### config.mk
export PLATFORM = sky130hd
export DESIGN_NAME = ppm16_rx_byte_fifo
export DESIGN_NICKNAME = d
export VERILOG_FILES = /design/src/rtl/ppm16_rx_byte_fifo.sv
export SDC_FILE = /design/constraint.sdc
export NUM_CORES = 1
export LEC_CHECK = 0
export CAP_MARGIN = 20
export CORE_MARGIN = 3
export CORE_UTILIZATION = 30
export CTS_CLUSTER_DIAMETER = 50
export DETAILED_ROUTE_END_ITERATION = 8
export MAX_ROUTING_LAYER = met4
export RECOVER_POWER = 25
export SLEW_MARGIN = 30
export SYNTH_ARGS = -nofsm -noshare
export SYNTH_HDL_FRONTEND = slang
export SYNTH_SLANG_ARGS = --single-unit
### constraint.sdc
create_clock -name clk -period 6.6 [get_ports clk]
set_input_delay 1.32 -clock clk [delete_from_list [all_inputs] [get_ports clk]]
set_output_delay 1.32 -clock clk [all_outputs]
set_load 0.03 [all_outputs]
### src/rtl/ppm16_rx_byte_fifo.sv
// rtl/ppm16_rx_byte_fifo.sv - PPM16 symbol-pair packer with SOF-tagged show-ahead byte FIFO
module ppm16_rx_byte_fifo #(
    parameter int ADDR_BITS = 4
) (
    input  logic                 clk,
    input  logic                 resetn,
    input  logic [3:0]           sym_in,
    input  logic                 sym_valid,
    input  logic                 packet_start,
    input  logic                 flush,
    input  logic                 clear_overflow,
    input  logic                 rd_ready,
    output logic                 rd_valid,
    output logic [7:0]           rd_data,
    output logic                 rd_sof,
    output logic [ADDR_BITS:0]   level,
    output logic                 full,
    output logic                 empty,
    output logic                 overflow
);
    localparam int DEPTH = 1 << ADDR_BITS;
    localparam logic [ADDR_BITS:0] DEPTH_LVL = (ADDR_BITS + 1)'(DEPTH);

    logic [8:0]           mem [DEPTH];
    logic [ADDR_BITS-1:0] wr_ptr;
    logic [ADDR_BITS-1:0] rd_ptr;
    logic [ADDR_BITS:0]   count;
    logic                 nib_pending;
    logic [3:0]           hi_nib;
    logic                 sof_pending;

    logic nib_now;
    logic wr_req;
    logic wr_acc;
    logic wr_drop;
    logic rd_acc;
    logic [8:0] wr_entry;

    assign level    = count;
    assign empty    = (count == '0);
    assign full     = (count == DEPTH_LVL);
    assign rd_valid = ~empty;
    assign rd_acc   = rd_valid & rd_ready;

    // packet_start wins over a held nibble, so a same-cycle symbol starts a fresh byte
    assign nib_now  = nib_pending & ~packet_start;
    assign wr_req   = sym_valid & nib_now;
    assign wr_acc   = wr_req & (~full | rd_acc);
    assign wr_drop  = wr_req & ~wr_acc & ~flush;
    assign wr_entry = {sof_pending, hi_nib, sym_in};

    assign rd_data  = empty ? 8'h00 : mem[rd_ptr][7:0];
    assign rd_sof   = ~empty & mem[rd_ptr][8];

    always_ff @(posedge clk) begin
        if (wr_acc && !flush) begin
            mem[wr_ptr] <= wr_entry;
        end
    end

    always_ff @(posedge clk or negedge resetn) begin
        if (!resetn) begin
            wr_ptr      <= '0;
            rd_ptr      <= '0;
            count       <= '0;
            nib_pending <= 1'b0;
            hi_nib      <= 4'h0;
            sof_pending <= 1'b0;
            overflow    <= 1'b0;
        end else begin
            if (wr_drop) begin
                overflow <= 1'b1;
            end else if (clear_overflow) begin
                overflow <= 1'b0;
            end

            if (flush) begin
                wr_ptr      <= '0;
                rd_ptr      <= '0;
                count       <= '0;
                nib_pending <= 1'b0;
                sof_pending <= 1'b0;
            end else begin
                if (wr_acc) begin
                    wr_ptr <= wr_ptr + 1'b1;
                end
                if (rd_acc) begin
                    rd_ptr <= rd_ptr + 1'b1;
                end
                if (wr_acc && !rd_acc) begin
                    count <= count + 1'b1;
                end else if (rd_acc && !wr_acc) begin
                    count <= count - 1'b1;
                end

                // a dropped byte leaves SOF armed for the next accepted byte
                if (wr_acc) begin
                    sof_pending <= 1'b0;
                end else if (packet_start) begin
                    sof_pending <= 1'b1;
                end

                if (sym_valid) begin
                    if (nib_now) begin
                        nib_pending <= 1'b0;
                    end else begin
                        hi_nib      <= sym_in;
                        nib_pending <= 1'b1;
                    end
                end else if (packet_start) begin
                    nib_pending <= 1'b0;
                end
            end
        end
    end
endmodule

==> results.tsv, run 1 <==
stage	metric	value	unit
yosys	Compound-Gate Fraction of Synth Area	3.84	%
cts	TritonCTS clock tree	built	
yosys	main combinational cell family by area after synthesis	multiplexers	
yosys	Cell Area, Synth	6780	um2
sta	RSZ-0062 raised after global routing	false	
global_routing	first-pass GRT wire length	22.2	mm
layout	commonest non-fill, non-tap cell in the layout	edfxtp_1	
sta	Achievable Freq	225	MHz
yosys	Synth Area in Simple Gates	4.89	%
floorplanning	Die H	156	um
sta	fin. max-slew vios	0	
layout	Core Util, Final	36.4	%
layout	final instance area	8020	um2
global_routing	initial antenna violation count	0	
power	sw power	830	uW
layout	P&R area growth vs syn	18.3	%
cts	Bufs on Longest Clock Path	2	
power	Power Density	358	nW/um2
global_routing	vias in the first global route	3708	
sta	period utilization	67.4	%
sta	worst-margin pin slew	1.25	ns
yosys	yosys warns	0	
placement	DP Area	7430	um2
detailed_routing	total wire length	13.9	mm
yosys	register area share after synthesis	71.2	%
floorplanning	I/O pin count	29	
cts	Hold-fix buffers, CTS	0	
placement	routability cong.	0.777	
power	Cell Int Power	2.04	mW
power	sw frac	28.9	%
cts	Skew-Pair Late Insertion Delay	0.42	ns
cts	cts bufs inserted	17	
detailed_routing	DR WL/cell	20.1	um
cts	clk slew on worst S/H paths	0.06	ns
sta	final hold vios	0	
yosys	mux cell area share after synthesis	15.4	%
cts	Resize count post-CTS	0	
sta	Clock Skews	0.00844	ns
yosys	Most used DFF post-synth	edfxtp_1	
layout	# nets final	420	
yosys	Synth Area in XOR/XNOR	0.904	%
detailed_routing	Initial DRC Count	297	
yosys	Avg Inst Size Synth	18.6	um2
hold_path	Hold Path Class	flip-flop to flip-flop	
power	logic gate share of total power	21.9	%
global_routing	grt ovf	0	
sta	Slew headroom	16.5	%
setup_path	element type at the critical path start	flip-flop	
floorplanning	CORE AREA	22000	um2
setup_path	Worst Path Arrival	3.13	ns
hold_path	Hold Path Stages	2	
cts	H-tree levels	4	
floorplanning	# rows	54	
detailed_routing	DRC viols	0	
setup_path	Crit Path Category	flip-flop to output port	
sta	TNS Setup	0	ns
setup_path	Critical Path RT	5.28	ns
placement	number of I/O port buffers	28	
floorplanning	Initial Util	30.8	%
cts	Root Buffer	clkbuf_16	
layout	n_diodes	0	
sta	min Tclk post-route	4.45	ns
detailed_routing	vias per inst	4.97	
power	clock network power share	34.3	%
sta	final setup fails	0	
outcome	status	finished clean	
cts	CTS Sinks	164	
setup_path	crit end category	output port	
job	MaxCap Viol Count	0	
power	Pleak	2.52	nW
yosys	synthesized-area fraction occupied by adder cells	1.96	%
yosys	Synth cell types	48	
detailed_routing	DRT Pass-1 Iters	4	
yosys	Syn Inst Count	364	
setup_path	critical path peak fanout	25	
yosys	Post-synth EDFFs	144	
placement	Detailed Place HPWL	8.75	mm
cts	Post-CTS Setup Bufs	0	
setup_path	R2R depth	7	
layout	highest-count cells in the layout ignoring fill and taps	144 x edfxtp_1, 36 x mux4_2, 27 x clkdlybuf4s50_1	
yosys	net count after synthesis	385	
yosys	Synth Register Bits	164	
detailed_routing	Vias	3436	
floorplanning	Die Wd	156	um
floorplanning	Die Area	24400	um2
detailed_routing	number of nets still failing antenna checks after routing	0	
layout	fraction of final layout cells sized beyond drive strength 1	21.4	%
yosys	asr flop ratio synth	12.2	%
power	sequential share of power	43.8	%
power	Peak VDD IR	0.185	mV
global_routing	GRT Total Usage	12.6	%
global_routing	largest net degree at the start of global routing	31	
worst max-delay path: stages, from the launching register on:
cell and delay, ns:
dfrtp_2 0.60, buf_4 0.49, mux4_2 0.56, mux2i_1 0.21, o22ai_1 0.18, clkdlybuf4s50_1 0.64
layout make-up:
type | count | area (um2)
Fill cell | 2022 | 14000
Clock buffer | 19 | 433
Clock inverter | 13 | 158
Sequential cell | 164 | 4830
Multi-Input combinational cell | 171 | 1890
Timing Repair Buffer | 33 | 314
Tap cell | 280 | 350
Inverter | 12 | 45.0
cell usage after synthesis (4+ instances only):
cell type	count	area (um2)
edfxtp_1	144	4320
mux4_2	36	811
dfrtp_1	20	500
mux2i_1	19	190
nor2_1	15	56.3
inv_1	12	45.0
buf_2	11	55.1
ha_1	9	113
o22ai_1	9	56.3
a21oi_1	8	40.0
and2_1	8	50.1
nand3_1	8	40.0
clkbuf_1	5	18.8
nand2_1	5	18.8
mux2_2	4	45.0
nor4_1	4	25.0
xor2_1	4	35.0
path summary, 6_finish.rpt:
path | slack, ns | startpoint | endpoint
max in group asynchronous | 4.01 | resetn | rd_ptr[0]$_DFFE_PN0P_
min reg2reg | 0.56 | overflow$_DFFE_PN0P_ | overflow$_DFFE_PN0P_
min in group asynchronous | 1.69 | resetn | level[0]$_DFFE_PN0P_
max reg2reg | 3.89 | level[0]$_DFFE_PN0P_ | level[4]$_DFFE_PN0P_
min | 0.56 | overflow$_DFFE_PN0P_ | overflow$_DFFE_PN0P_
max | 2.15 | rd_ptr[1]$_DFFE_PN0P_ | rd_sof
cell families (layout without fill, tap and decap cells):
family / after synthesis / count (layout)
multiplexers: 59 / 59
adder cells (fa/ha/maj): 10 / 10
AO/OA/AOI/OAI: 36 / 36
XOR/XNOR: 7 / 7
AND/OR/NAND/NOR: 59 / 59
flip-flops: 164 / 164
buffers and inverters: 29 / 77
registers in the layout, indices dropped and copies added (netlist names):
register and count:
wr_ptr 4, overflow 1, sof_pending 1, rd_ptr 4
hi_nib 4, mem 144, nib_pending 1, level 5
power groups by stage:
stage / combinational, mW / clock (mW) / sequential (mW)
after floorplan: 0.437 / 0 / 1.24
after global placement: 0.625 / 0 / 1.28
after detailed placement: 0.631 / 0 / 1.28
after CTS: 0.634 / 1.00 / 1.26
after global routing: 0.672 / 1.05 / 1.27
final: 0.628 / 0.983 / 1.26
layer usage:
metal  global-route usage (%)  share of wire, %  wire [um]
met1                     17.8                47       6600
met2                     18.1                46       6470
met3                     3.60               5.4        749
met4                     3.38              0.93        129
met5                        -                 0          0
through the flow:
| step | hold slack (ns) | setup slack, ns | power (mW) | instances |
|---|---|---|---|---|
| finish | 0.560 | 2.15 | 2.87 | 692 |
| global route | 0.588 | 1.98 | 2.99 | 692 |
| CTS | 0.566 | 2.11 | 2.90 | 692 |
| detailed placement | 0.544 | 2.43 | 1.91 | 660 |
| global placement | 0.530 | 2.42 | 1.90 | 660 |
| floorplan | 0.546 | 3.27 | 1.68 | 364 |
Note: power is estimated with default switching activity, not from simulation.
==> run 2: changes to the inputs <==
- clock period: 6.6 -> 3.7 ns (I/O delays scaled with it)
==> results.tsv, run 2 (synthesized netlist as in run 1, its figures left out) <==
stage	metric	value	unit
detailed_routing	total wire length	14.0	mm
floorplanning	Initial Util	30.8	%
detailed_routing	DRT Pass-1 Iters	4	
global_routing	vias in the first global route	3755	
setup_path	CP cell instances	inv_1, nand2_1, nand2_1, o22ai_1, clkdlybuf4s50_1	
sta	TNS Setup	0	ns
sta	Achievable Freq	290	MHz
cts	Post-CTS Setup Bufs	0	
setup_path	CP peak stage delay	0.74	ns
detailed_routing	Met2 Routed Length	6.61	mm
setup_path	flop-to-flop setup slack	0.99	ns
sta	Clock Skews	0.00860	ns
global_routing	largest net degree at the start of global routing	29	
cts	clk slew on worst S/H paths	0.07	ns
floorplanning	# rows	54	
setup_path	crit end category	output port	
job	MaxCap Viol Count	0	
layout	Top reg by flops	mem	
sta	period utilization	93.1	%
placement	DP Area	7490	um2
cts	Bufs on Longest Clock Path	2	
setup_path	Critical Path RT	2.96	ns
sta	RSZ-0062 raised after global routing	false	
layout	highest-count cells in the layout ignoring fill and taps	144 x edfxtp_1, 36 x mux4_2, 27 x clkdlybuf4s50_1	
power	total design power	5.31	mW
detailed_routing	post-route met1 wirelength	6.64	mm
power	Pleak	2.62	nW
cts	TritonCTS clock tree	built	
setup_path	Critical R2R Capture	level[4]$_DFFE_PN0P_	
setup_path	R2R depth	7	
sta	final hold vios	0	
cts	cts bufs inserted	17	
layout	max reg flops	144	
cts	CTS Sinks	164	
sta	min Tclk post-route	3.45	ns
sta	Slew headroom	17.9	%
placement	number of I/O port buffers	28	
setup_path	element type at the critical path start	flip-flop	
floorplanning	Die H	156	um
detailed_routing	Initial DRC Count	267	
setup_path	Reg-to-Reg Start	level[0]$_DFFE_PN0P_	
floorplanning	Die Area	24400	um2
sta	worst-margin pin slew	1.23	ns
cts	H-tree levels	4	
layout	# nets final	432	
placement	routability cong.	0.777	
setup_path	CP dominant cell by count	nand2_1	
setup_path	crit path to	rd_sof	
power	Power Density	653	nW/um2
layout	n_diodes	0	
detailed_routing	Vias	3446	
floorplanning	I/O pin count	29	
detailed_routing	DR WL/cell	20.0	um
setup_path	critical path peak fanout	9	
placement	Detailed Place HPWL	9.00	mm
power	Peak VDD IR	0.388	mV
cts	Skew-Pair Late Insertion Delay	0.42	ns
floorplanning	Die Wd	156	um
layout	fraction of final layout cells sized beyond drive strength 1	23.4	%
global_routing	initial antenna violation count	0	
floorplanning	CORE AREA	22000	um2
global_routing	first-pass GRT wire length	22.2	mm
hold_path	Hold Path Class	input port to async pin	
cts	Hold-fix buffers, CTS	0	
setup_path	slowest cell on the critical path	clkdlybuf4s50_1	
cts	Root Buffer	clkbuf_16	
detailed_routing	DR top layer	met4	
sta	final setup fails	0	
layout	final instance area	8130	um2
global_routing	grt ovf	0	
layout	Core Util, Final	36.9	%
detailed_routing	wire length on met3	633	um
layout	P&R area growth vs syn	20.0	%
global_routing	GRT Total Usage	12.5	%
sta	fin. max-slew vios	0	
detailed_routing	vias per inst	4.90	
setup_path	crit path launch	level[4]$_DFFE_PN0P_	
setup_path	Crit Path Category	flip-flop to output port	
detailed_routing	DRC viols	0	
layout	Fillers	2023	
outcome	status	finished clean	
layout	commonest non-fill, non-tap cell in the layout	edfxtp_1	
cts	Resize count post-CTS	0	
detailed_routing	number of nets still failing antenna checks after routing	0	
setup_path	Worst Path Arrival	2.71	ns
==> run 2: changes by cell type in the layout (fill, tap and decap cells not counted), moves of 3 or more <==
cell	previous run	this run
buf_4	4	16
nor2_2	4	0
inv_6	1	4
nor2_1	11	15
inv_8	0	4
==> run 2: layout make-up <==
type / instances / area, um2 / share of cell area, %
Timing Repair Buffer: 45 / 414 / 5.09
Clock inverter: 14 / 214 / 2.63
Inverter: 12 / 45.0 / 0.554
Sequential cell: 164 / 4830 / 59.4
Tap cell: 280 / 350 / 4.31
Clock buffer: 17 / 425 / 5.23
Multi-Input combinational cell: 171 / 1860 / 22.8
==> run 2: worst min-delay path by stage <==
stage / from / endpoint / slack, ns / depth (start not counted)
after floorplan: resetn / hi_nib[0]$_DFFE_PN0P_ / 0.44 / 0
after global placement: overflow$_DFFE_PN0P_ / overflow$_DFFE_PN0P_ / 0.54 / 2
after detailed placement: overflow$_DFFE_PN0P_ / overflow$_DFFE_PN0P_ / 0.53 / 2
after CTS: resetn / level[2]$_DFFE_PN0P_ / 0.29 / 1
after global routing: overflow$_DFFE_PN0P_ / overflow$_DFFE_PN0P_ / 0.58 / 2
final: resetn / level[3]$_DFFE_PN0P_ / 0.56 / 1
==> run 2: worst max-delay path: cells and delay by family (launching register included) <==
| family | cells | cell delay (ns) |
|---|---|---|
| buffers and inverters | 2 | 0.92 |
| DFF | 1 | 0.51 |
| and+or+nand+nor | 2 | 0.46 |
| AOI/OAI and AO/OA | 1 | 0.39 |
==> run 2: power by group <==
| part | internal, mW | leakage (nW) | switching [mW] |
|---|---|---|---|
| Clock | 1.15 | 0.316 | 0.748 |
| Combinational | 0.519 | 0.750 | 0.717 |
| Sequential | 2.08 | 1.56 | 0.0924 |
| Total | 3.75 | 2.62 | 1.56 |
==> run 2: per-layer routing <==
layer  GRT usage [%]  vias up
met1            17.1     1798
met4            3.71        0
met5               -        -
li1                -     1553
met3            3.40       11
met2            18.4       84
==> run 2: stage by stage <==
step	setup slack [ns]	std cells	hold slack, ns
6_report	0.255	703	0.558
4_1_cts	0.238	703	0.291
3_5_place_dp	0.603	672	0.531
3_3_place_gp	0.605	672	0.544
2_1_floorplan	0.953	364	0.444
5_1_grt	0.134	703	0.582
